[config.mk]
export PLATFORM = sky130hd
export DESIGN_NAME = mdio_master_param
export DESIGN_NICKNAME = d
export VERILOG_FILES = /design/src/rtl/mdio_master_param.sv
export SDC_FILE = /design/constraint.sdc
export NUM_CORES = 1
export LEC_CHECK = 0
export CORE_MARGIN = 5
export CORE_UTILIZATION = 35
export CTS_CLUSTER_SIZE = 10
export DETAILED_ROUTE_END_ITERATION = 8
export GPL_TIMING_DRIVEN = 0
export PLACE_DENSITY = 0.67
export REMOVE_ABC_BUFFERS = 1
export SLEW_MARGIN = 25
export SYNTH_ARGS = -nofsm -noshare
export SYNTH_HDL_FRONTEND = slang
export SYNTH_SLANG_ARGS = --single-unit
export TNS_END_PERCENT = 1
[constraint.sdc]
create_clock -name clk -period 4.45 [get_ports clk]
set_input_delay 0.89 -clock clk [delete_from_list [all_inputs] [get_ports clk]]
set_output_delay 0.89 -clock clk [all_outputs]
set_load 0.005 [all_outputs]
[src/rtl/mdio_master_param.sv]
// rtl/mdio_master_param.sv - parametrised MDIO management master (Clause 22 / Clause 45)
//
// Serialises one management frame per accepted request onto mdc/mdio_out/mdio_oe.
// Frame: PREAMBLE_LEN ones, ST(2) OP(2) PHY(5) REG(5), TA(2), DATA(16), all MSB first.
//
// Ports:
//   clk, reset          system clock, synchronous active-high reset
//   req_start           request strobe (accepted only when idle)
//   req_c45, req_op     framing select and OP field
//   req_phy, req_reg    PHYAD/PRTAD and REGAD/DEVAD
//   req_wdata           write data or Clause 45 address
//   rdata               last completed read data
//   busy, done, err     frame in progress, end-of-frame pulse, rejected-request pulse
//   mdc, mdio_out       management clock and serial data to pad
//   mdio_oe, mdio_in    pad output enable and serial data from pad
module mdio_master_param #(
  parameter int CLK_DIV      = 4,
  parameter int PREAMBLE_LEN = 32,
  parameter bit C45_EN       = 1'b1
) (
  input  logic        clk,
  input  logic        reset,
  input  logic        req_start,
  input  logic        req_c45,
  input  logic [1:0]  req_op,
  input  logic [4:0]  req_phy,
  input  logic [4:0]  req_reg,
  input  logic [15:0] req_wdata,
  output logic [15:0] rdata,
  output logic        busy,
  output logic        done,
  output logic        err,
  output logic        mdc,
  output logic        mdio_out,
  output logic        mdio_oe,
  input  logic        mdio_in
);

  localparam int CNT_MAX = (PREAMBLE_LEN > 16) ? PREAMBLE_LEN : 16;
  localparam int CNT_W   = $clog2(CNT_MAX);
  localparam int DIV_W   = (CLK_DIV > 1) ? $clog2(CLK_DIV) : 1;
  localparam logic [DIV_W-1:0] DIV_MAX  = DIV_W'(CLK_DIV - 1);
  localparam logic [CNT_W-1:0] PRE_LAST = CNT_W'((PREAMBLE_LEN > 0) ? PREAMBLE_LEN - 1 : 0);

  typedef enum logic [2:0] {S_IDLE, S_PRE, S_HDR, S_TA, S_DATA} state_t;

  state_t            state_q, state_d;
  logic [CNT_W-1:0]  cnt_q, cnt_d;     // bits left in current state, minus one
  logic [DIV_W-1:0]  div_q, div_d;     // half-period down-counter
  logic [31:0]       sh_q, sh_d;       // header/TA/data bits, current bit at [31]
  logic [15:0]       rx_q, rx_d;
  logic              rd_q, rd_d;
  logic              mdc_q, mdc_d;
  logic              mdio_out_q, mdio_out_d;
  logic              mdio_oe_q, mdio_oe_d;
  logic              busy_q, busy_d;
  logic              done_q, done_d;
  logic              err_q, err_d;
  logic [15:0]       rdata_q, rdata_d;

  logic        active, tick, rise, adv, last, sample, legal, accept, reject;
  logic [15:0] rx_next;
  logic [31:0] frame;

  assign active  = (state_q != S_IDLE);
  assign tick    = (div_q == '0);
  assign rise    = active && !mdc_q && tick;
  assign adv     = active && mdc_q && tick;
  assign last    = (state_q == S_DATA) && (cnt_q == '0);
  // Read data is captured at the end of the first high-phase cycle of each DATA bit.
  assign sample  = (state_q == S_DATA) && rd_q && mdc_q && (div_q == DIV_MAX);
  assign rx_next = sample ? {rx_q[14:0], mdio_in} : rx_q;
  assign legal   = req_c45 ? C45_EN : (req_op == 2'b01 || req_op == 2'b10);
  assign accept  = !active && !busy_q && req_start && legal;
  assign reject  = !active && !busy_q && req_start && !legal;
  // Legal reads always have OP[1]=1; their TA/DATA slots are not driven, so fill with ones.
  assign frame   = {req_c45 ? 2'b00 : 2'b01, req_op, req_phy, req_reg,
                    req_op[1] ? 18'h3FFFF : {2'b10, req_wdata}};

  always_ff @(posedge clk) begin
    if (reset) begin
      state_q    <= S_IDLE;
      cnt_q      <= '0;
      div_q      <= '0;
      sh_q       <= '0;
      rx_q       <= '0;
      rd_q       <= 1'b0;
      mdc_q      <= 1'b0;
      mdio_out_q <= 1'b1;
      mdio_oe_q  <= 1'b0;
      busy_q     <= 1'b0;
      done_q     <= 1'b0;
      err_q      <= 1'b0;
      rdata_q    <= '0;
    end else begin
      state_q    <= state_d;
      cnt_q      <= cnt_d;
      div_q      <= div_d;
      sh_q       <= sh_d;
      rx_q       <= rx_d;
      rd_q       <= rd_d;
      mdc_q      <= mdc_d;
      mdio_out_q <= mdio_out_d;
      mdio_oe_q  <= mdio_oe_d;
      busy_q     <= busy_d;
      done_q     <= done_d;
      err_q      <= err_d;
      rdata_q    <= rdata_d;
    end
  end

  always_comb begin
    state_d = state_q;
    cnt_d   = cnt_q;
    div_d   = div_q;
    sh_d    = sh_q;
    rd_d    = rd_q;
    rx_d    = rx_next;
    if (!active) begin
      if (accept) begin
        sh_d  = frame;
        rd_d  = req_op[1];
        div_d = DIV_MAX;
        if (PREAMBLE_LEN > 0) begin
          state_d = S_PRE;
          cnt_d   = PRE_LAST;
        end else begin
          state_d = S_HDR;
          cnt_d   = CNT_W'(13);
        end
      end
    end else begin
      div_d = tick ? DIV_MAX : div_q - 1'b1;
      if (adv) begin
        if (state_q != S_PRE) sh_d = {sh_q[30:0], 1'b1};
        if (cnt_q != '0) begin
          cnt_d = cnt_q - 1'b1;
        end else begin
          case (state_q)
            S_PRE:   begin state_d = S_HDR;  cnt_d = CNT_W'(13); end
            S_HDR:   begin state_d = S_TA;   cnt_d = CNT_W'(1);  end
            S_TA:    begin state_d = S_DATA; cnt_d = CNT_W'(15); end
            default: begin state_d = S_IDLE; cnt_d = '0;         end
          endcase
        end
      end
    end
  end

  always_comb begin
    mdc_d      = mdc_q;
    mdio_out_d = mdio_out_q;
    mdio_oe_d  = mdio_oe_q;
    busy_d     = busy_q;
    done_d     = 1'b0;
    err_d      = 1'b0;
    rdata_d    = rdata_q;
    if (!active) begin
      mdc_d      = 1'b0;
      mdio_out_d = 1'b1;
      mdio_oe_d  = 1'b0;
      busy_d     = 1'b0;
      if (accept) begin
        busy_d     = 1'b1;
        mdio_oe_d  = 1'b1;
        mdio_out_d = (PREAMBLE_LEN > 0) ? 1'b1 : frame[31];
      end
      if (reject) err_d = 1'b1;
    end else if (rise) begin
      mdc_d = 1'b1;
    end else if (adv) begin
      mdc_d = 1'b0;
      if (last) begin
        busy_d     = 1'b0;
        done_d     = 1'b1;
        mdio_out_d = 1'b1;
        mdio_oe_d  = 1'b0;
        if (rd_q) rdata_d = rx_next;
      end else begin
        // Leaving the preamble the next bit is still at [31]; otherwise it is the one about to shift up.
        mdio_out_d = (state_d == S_PRE) ? 1'b1 : ((state_q == S_PRE) ? sh_q[31] : sh_q[30]);
        mdio_oe_d  = !(rd_q && (state_d == S_TA || state_d == S_DATA));
      end
    end
  end

  assign rdata    = rdata_q;
  assign busy     = busy_q;
  assign done     = done_q;
  assign err      = err_q;
  assign mdc      = mdc_q;
  assign mdio_out = mdio_out_q;
  assign mdio_oe  = mdio_oe_q;

endmodule

## Yosys cells after proc, flatten, opt, wreduce, memory -nomap -nowiden

Cells that the tools add are included.

| storage, ports and cells | value |
|---|---|
| flip-flop bits (word level) | 81 |
| input bits | 33 |

| cells by class | value |
|---|---|
| $add $sub $neg | 2 |
| equality and inequality tests | 15 |
| muxes and demuxes | 37 |
| bitwise logic cells | 3 |
| reduce and logical (&&, ||, !) cells | 36 |

Operator list:

| operator | number |
|---|---|
| $mux W32 | 4 |
| $mux W5 | 4 |
| $mux W1 | 18 |
| $mux W17 | 1 |
| $mux W16 | 1 |
| $logic_and A1 B1 Y1 | 13 |
| $mux W3 | 4 |
| $pmux W4 S3 | 1 |
| $eq A3 B2 Y1 const B | 3 |
| $pmux W3 S3 | 1 |
| $reduce_and A2 Y1 | 4 |
| $eq A3 B1 Y1 const B | 2 |
| $eq A3 B3 Y1 const B | 2 |
| $mux W2 | 3 |
| $ne A2 B1 Y1 const B | 3 |
| $reduce_and A3 Y1 | 2 |
| $logic_not A1 Y1 | 5 |
| $logic_not A5 Y1 | 1 |
| $reduce_and A5 Y1 | 1 |
| $reduce_bool A5 Y1 | 1 |
| $sub A5 B1 Y5 const B | 1 |
| $eq A2 B2 Y1 const B | 2 |
| $reduce_bool A2 Y1 | 2 |
| $reduce_or A2 Y1 | 2 |
| other kinds (9) | 12 |

## Longest topological paths before layout

Gate-level depths: netlist of the first run.

| depth | value |
|---|---|
| depth after elaboration | 15 |
| depth in mapped cells | 8 |
| gate-level depth less buffers | 6 |

## Least setup slack after synthesis of the first run

OpenSTA, ideal clock, no wires.

| path | value |
|---|---|
| path type | input to register |
| start point | in req_op[1] |
| end point | reg sh_q[0] |
| arrival time | 2.359 ns |
| required time | 4.329 ns |
| slack | 1.970 ns |
| stages on the path | 7 |
| path buffers | 3 |
| cells stage by stage | buf_6 xnor2_2 a2111o_1 a22o_1 buf_6 buf_12 mux2_4 |

| between the ends | value |
|---|---|
| longest elaborated chain between the ends | 6 |
| elaborated cells between the ends (all ways) | 10 |
| classes of those cells | eq/ne (2); mux (4); reduce/logical (4) |

RTL lines:

| item | RTL line | source |
|---|---|---|
| start, declared | 25 | `input logic [1:0] req_op,` |
| $eq A2 B1 Y1 or $eq A2 B2 Y1 (tied branches) | 73 | `assign legal = req_c45 ? C45_EN : (req_op == 2'b01 \|\| req_op == 2'b10);` |
| $logic_or A1 B1 Y1 | 73 |  |
| $mux W1 | 73 |  |
| $logic_and A1 B1 Y1 | 74 | `assign accept = !active && !busy_q && req_start && legal;` |
| $reduce_bool A2 Y1 (no line) | - |  |
| $reduce_and A3 Y1 (no line) | - |  |
| end signal, assigned | 85 | `sh_q <= '0;` |
| end signal, assigned | 99 | `sh_q <= sh_d;` |
| end, declared | 50 | `logic [31:0] sh_q, sh_d;` |

Parallel ways exist; a longest one is shown, timed or not. The select of a mux whose other input is x is not followed.
A chain may end at the register's enable or synchronous reset.

## Final worst setup path of the first run

| path | value |
|---|---|
| start point | in req_op[1] |
| end point | reg sh_q[29] |

Same word-level chain as after synthesis.

==> qor.csv, run 1 <==
metric;value;unit
hold_class;flop to flop;
start_util;35.71;%
finalSetupViolCount;0;
yosys_warnings;0;
cp-end-kind;flop;
area_growth;21.46;%
synth_top_area_share;41.89;%
fin_crit;3.271;ns
p_sw;597.8;µW
gp_congestion;0.8087;
vias;3095;
place_ws;0.8079;ns
ys.flop_type;dfxtp_1;
synth_area_per_cell;9.003;µm²
crit_arrival;3.51;ns
async_flop_share;0;%
cts.clk_slew.worst_paths;0.08;ns
grt_pass1_wl;14.15;mm
clockPowerShare;29.5;%
whs_path_depth;1;
die_y;115.2;µm
synth_seq_cells;81;
port_buffers;54;
finClkSkew;0.01461;ns
root_buffer;clkbuf_8;
drc_errors;0;
routed_wl;8.223;mm
drtAntennaViolNets;0;
placed_area;0.004478;mm²
dp_hpwl;5.526;mm
synth.cell_area;0.003871;mm²
p_seq_share;44.6;%
swShare;31.30;%
p_leak;1.725;nW
slew_headroom;31.64;%
clock_path_buffers;2;
gr-total-overflow;0;
synth_top_area_cell;dfxtp_1;
max_freq;0.3057;GHz
drive_above_1_share;13.56;%
status;finished clean;
antenna_found_initial;0;
ys_seq_area_share;41.89;%
wire_per_inst;13.44;µm
drtIter0Drc;225;
worstPathRequired;4.69;ns
htreeDepth;3;
die-area;0.01326;mm²
post_cts.repair.setup_buffers;0;
hold_violations;0;
synthCells;430;
rr_worst_depth;4;
synth_edf_count;0;
maxCapViolCount;0;
clk_latency;0.36;ns
final_cell_area;0.004702;mm²
finalWorstSetupSlack;1.179;ns
final_cell_mix;dfxtp_1 (81), nor2_1 (60), clkdlybuf4s50_1 (53);
grt_setup_unrepaired;false;
cts_made_buffers;9;
synth_cell_type_count;50;
postCtsHoldBufs;0;
peakVddDrop;0.1811;mV
synth_area_leaders;dfxtp_1 (42%), mux2_4 (7.8%), nor2_1 (5.8%), nor2b_1 (4.8%), nor3_1 (4.8%);
fp.coreArea;0.01084;mm²
path_max_fanout;19;
cts_tree;done;
viasPerCell;5.057;
grt_max_degree;59;
num_rows;38;
final_common_cell;dfxtp_1;
finalCritPeriodShare;73.50;%
nets;504;
dr.pass1.iters;4;
ctsResizeCount;0;
critPathLaunchType;input pin;
tightest_slew;1.024;ns
p_total;1.910;mW
critPathKind;input pin to flop;
cts.sinks;81;
p_comb_share;26.0;%
grt_usage;12.92;%
power_density;406.1;mW/mm²
io_pins;55;
fp.dieW;115.2;µm
num_antenna_cells;0;
internal-power;1.312;mW
grt_pass1_vias;3133;
drv_slew;0;
## critical path: stages
cell and delay, ns:
clkdlybuf4s50_1 1.00, xnor2_2 0.20, a2111o_1 0.47, a22o_2 0.40, buf_16 0.23, mux2_4 0.30
## state kept, by name, summed over array words and instances (netlist names)
register  cells
sh_q         32
rdata        16
rx_q         16
cnt_q         5
state_q       3
div_q         2
busy          1
done          1
err           1
mdc           1
mdio_oe       1
mdio_out      1
rd_q          1
## per-stage QoR
stage	utilization (%)	TNS (ns)	hold slack [ns]	cells
2_1_floorplan	-	0	0.4406	396
3_3_place_gp	40.62	-8.294	0.4570	590
3_5_place_dp	41.31	0	0.4576	595
4_1_cts	43.21	0	0.4768	611
5_1_grt	43.37	0	0.5037	612
6_report	43.37	0	0.4736	612
## synthesized netlist by cell type, types with 3 or more instances
| library cell | count |
|---|---|
| nor2_1 | 60 |
| dfxtp_1 | 81 |
| mux2_2 | 9 |
| nor2b_1 | 30 |
| clkbuf_1 | 23 |
| buf_2 | 4 |
| nand2_1 | 33 |
| inv_1 | 9 |
| a21oi_1 | 24 |
| nor3_1 | 37 |
| mux2_4 | 20 |
| o21ai_0 | 5 |
| ha_1 | 4 |
| o22ai_1 | 3 |
| nand2b_1 | 6 |
| o32ai_1 | 3 |
| a211oi_1 | 20 |
| mux2i_1 | 18 |
## metal layers
metal | vias up | global-route usage, % | wire length [µm] | share of wire [%]
li1 | 1579 | - | - | -
met1 | 1436 | 15.72 | 3865 | 47
met2 | 71 | 22.61 | 3844 | 47
met3 | 9 | 3.263 | 413 | 5.0
met4 | 0 | 3.599 | 100 | 1.2
met5 | - | 0 | 0 | 0
## final cells by class
cell class | count | area [µm²]
fill | 1077 | 6138
multi-input combinational | 306 | 2046
sequential | 81 | 1622
timing repair buffer | 60 | 619.3
tap | 140 | 175.2
clock buffer | 9 | 123.9
clock inverter | 7 | 82.58
inverter | 9 | 33.78
## path summary, 6_finish.rpt
path	from	endpoint	slack [ns]
setup / recovery	req_op[1]	sh_q[29]	1.18
hold / removal	sh_q[17]	sh_q[17]	0.47
setup reg to reg	state_q[2]	sh_q[5]	1.79
hold reg to reg	sh_q[17]	sh_q[17]	0.47
## logic make-up after synthesis
family          after synthesis  synth area share [%]
buf+inv                      43                 5.624
flops                        81                 41.89
compound gates               72                 12.86
mux                          47                 15.03
fa+ha+maj                     4                 1.293
xor+xnor                      2                0.6466
simple gates                181                 22.66
## power by group through the flow
stage	Clock, mW	Sequential (mW)	Combinational [mW]
floorplan	0	0.852	0.343
CTS	0.584	0.850	0.499
finish	0.563	0.851	0.496
detailed placement	0	0.866	0.497
global route	0.609	0.862	0.552
global placement	0	0.862	0.471
No activity file was read; power rests on OpenSTA's default activity.
==> run 2, diff against run 1 <==
--- a/config.mk
+++ b/config.mk
@@ -10,7 +10,7 @@
 export CTS_CLUSTER_SIZE = 10
 export DETAILED_ROUTE_END_ITERATION = 8
 export GPL_TIMING_DRIVEN = 0
-export PLACE_DENSITY = 0.67
+export PLACE_DENSITY = 0.69
 export REMOVE_ABC_BUFFERS = 1
 export SLEW_MARGIN = 25
 export SYNTH_ARGS = -nofsm -noshare
==> constraint.sdc (replaced) <==
create_clock -name clk -period 3 [get_ports clk]
set_input_delay 0.6 -clock clk [delete_from_list [all_inputs] [get_ports clk]]
set_output_delay 0.6 -clock clk [all_outputs]
set_load 0.005 [all_outputs]
==> qor.csv, run 2 (synthesis results as in run 1) <==
metric;value;unit;change
tightest_slew;1.012;ns;was 1.024 ns
internal-power;1.884;mW;was 1.312 mW
cp_cell_sequence;clkdlybuf4s50_1 -> xnor2_2 -> a2111o_1 -> a22o_2 -> buf_12 -> mux2_4;;was clkdlybuf4s50_1 -> xnor2_2 -> a2111o_1 -> a22o_2 -> buf_16 -> mux2_4
p_leak;1.713;nW;was 1.725 nW
clockPowerShare;26.9;%;was 29.5%
post-route-util;43.13;%;was 43.37%
num_antenna_cells;0;;unchanged
grt_usage;12.54;%;was 12.92%
start_util;35.71;%;unchanged
placed_area;0.004478;mm²;unchanged
io_pins;55;;unchanged
final_cell_mix;dfxtp_1 (81), nor2_1 (60), clkdlybuf4s50_1 (53);;unchanged
hold_violations;0;;unchanged
grt_setup_unrepaired;false;;unchanged
dp_hpwl;5.535;mm;was 5.526 mm
clk_latency;0.36;ns;about the same
swShare;30.78;%;was 31.30%
p_seq_share;46.5;%;was 44.6%
grt_max_degree;74;;was 59
viasPerCell;4.941;;was 5.057
cts_tree;done;;unchanged
p_total;2.721;mW;was 1.910 mW
vias;3019;;was 3095
gp_congestion;0.8204;;was 0.8087
num_rows;38;;unchanged
peakVddDrop;0.2733;mV;was 0.1811 mV
cts.sinks;81;;unchanged
clock_path_buffers;2;;unchanged
cts.clk_slew.worst_paths;0.08;ns;about the same
ctsResizeCount;0;;unchanged
finalCritPeriodShare;96.34;%;
drive_above_1_share;13.38;%;was 13.56%
drtAntennaViolNets;0;;unchanged
p_sw;837.6;µW;was 597.8 µW
fp.dieW;115.2;µm;unchanged
multi_input_area;0.002046;mm²;unchanged
wire_per_inst;13.30;µm;was 13.44 µm
dr.pass1.iters;4;;unchanged
max_stage_delay;0.99;ns;was 1.00 ns
grt_pass1_wl;13.50;mm;was 14.15 mm
status;finished clean;;unchanged
routed_wl;8.127;mm;was 8.223 mm
slew_headroom;32.45;%;was 31.64%
register_area;0.001622;mm²;unchanged
critPathLaunchType;input pin;;unchanged
finClkSkew;0.008735;ns;was 0.01461 ns
area_growth;20.78;%;was 21.46%
postCtsHoldBufs;0;;unchanged
htreeDepth;3;;unchanged
die_y;115.2;µm;unchanged
root_buffer;clkbuf_8;;unchanged
port_buffers;54;;unchanged
nets;504;;unchanged
cp-end-kind;flop;;unchanged
worstPathRequired;3.24;ns;was 4.69 ns
fin_crit;2.890;ns;
largest_register_ffs;32;;unchanged
drtIter0Drc;118;;was 225
largest_register;sh_q;;unchanged
nFillCells;1114;;was 1077
p_comb_share;26.7;%;was 26.0%
finalSetupViolCount;0;;unchanged
cts_made_buffers;9;;unchanged
drv_slew;0;;unchanged
final_cell_area;0.004676;mm²;was 0.004702 mm²
post_cts.repair.setup_buffers;0;;unchanged
final_common_cell;dfxtp_1;;unchanged
gr-total-overflow;0;;unchanged
max_freq;0.3460;GHz;
hold_class;flop to flop;;unchanged
crit_arrival;3.13;ns;was 3.51 ns
cp_slowest_cell;clkdlybuf4s50_1;;unchanged
grt_pass1_vias;2876;;was 3133
drc_errors;0;;unchanged
fp.coreArea;0.01084;mm²;unchanged
power_density;582.0;mW/mm²;was 406.1 mW/mm²
path_max_fanout;22;;was 19
critPathKind;input pin to flop;;unchanged
die-area;0.01326;mm²;unchanged
maxCapViolCount;0;;unchanged
antenna_found_initial;0;;unchanged
[run 2: cell count changes in the layout (fill, tap and decap cells not counted), sizes merged]
cell,delta
bufinv,-1
clkbuf,+2
clkinv,+2
inv,-4
[run 2: critical path: cells and delay by family]
family	cells	cell delay [ns]
mux	1	0.31
buf+inv	2	1.20
xor+xnor	1	0.20
compound gates	2	0.81
[run 2: layout make-up]
type | instances | area share [%]
Multi-Input combinational cell | 306 | 43.75
Timing Repair Buffer | 60 | 13.25
Tap cell | 140 | 3.746
Clock inverter | 4 | 0.6155
Inverter | 9 | 0.7225
Clock buffer | 11 | 3.238
Sequential cell | 81 | 34.68
[run 2: layer usage]
| metal | GRT usage, % | up-vias | routed length [µm] | part of all wire [%] |
|---|---|---|---|---|
| met1 | 15.78 | 1382 | 3863 | 48 |
| met5 | 0 | - | 0 | 0 |
| met3 | 4.789 | 8 | 408 | 5.0 |
| li1 | - | 1569 | - | - |
| met4 | 3.130 | 0 | 107 | 1.3 |
| met2 | 20.29 | 60 | 3748 | 46 |
[run 2: power by group through the flow]
| stage | Sequential [mW] | Clock (mW) | Combinational (mW) |
|---|---|---|---|
| after floorplan | 1.26 | 0 | 0.509 |
| after global placement | 1.28 | 0 | 0.694 |
| after detailed placement | 1.28 | 0 | 0.731 |
| after CTS | 1.26 | 0.766 | 0.733 |
| after global routing | 1.28 | 0.806 | 0.805 |
| final | 1.26 | 0.732 | 0.725 |
[run 2: worst paths after layout]
path / to / slack (ns) / startpoint / cells after the start
setup / recovery: sh_q[19] / 0.11 / req_op[1] / 6
setup reg to reg: cnt_q[3] / 0.42 / state_q[2] / 4
hold reg to reg: sh_q[17] / 0.47 / sh_q[17] / 1
hold / removal: sh_q[17] / 0.47 / sh_q[17] / 1
[run 2: per-stage QoR]
step	setup TNS (ns)	hold slack (ns)	setup slack, ns	std cells
after global routing	0	0.5014	0.02063	611
after detailed placement	-6.171	0.4593	-0.2700	595
after CTS	0	0.4776	0.1222	610
after floorplan	0	0.4406	0.1117	396
final	0	0.4695	0.1099	611
after global placement	-92.88	0.4584	-1.444	590
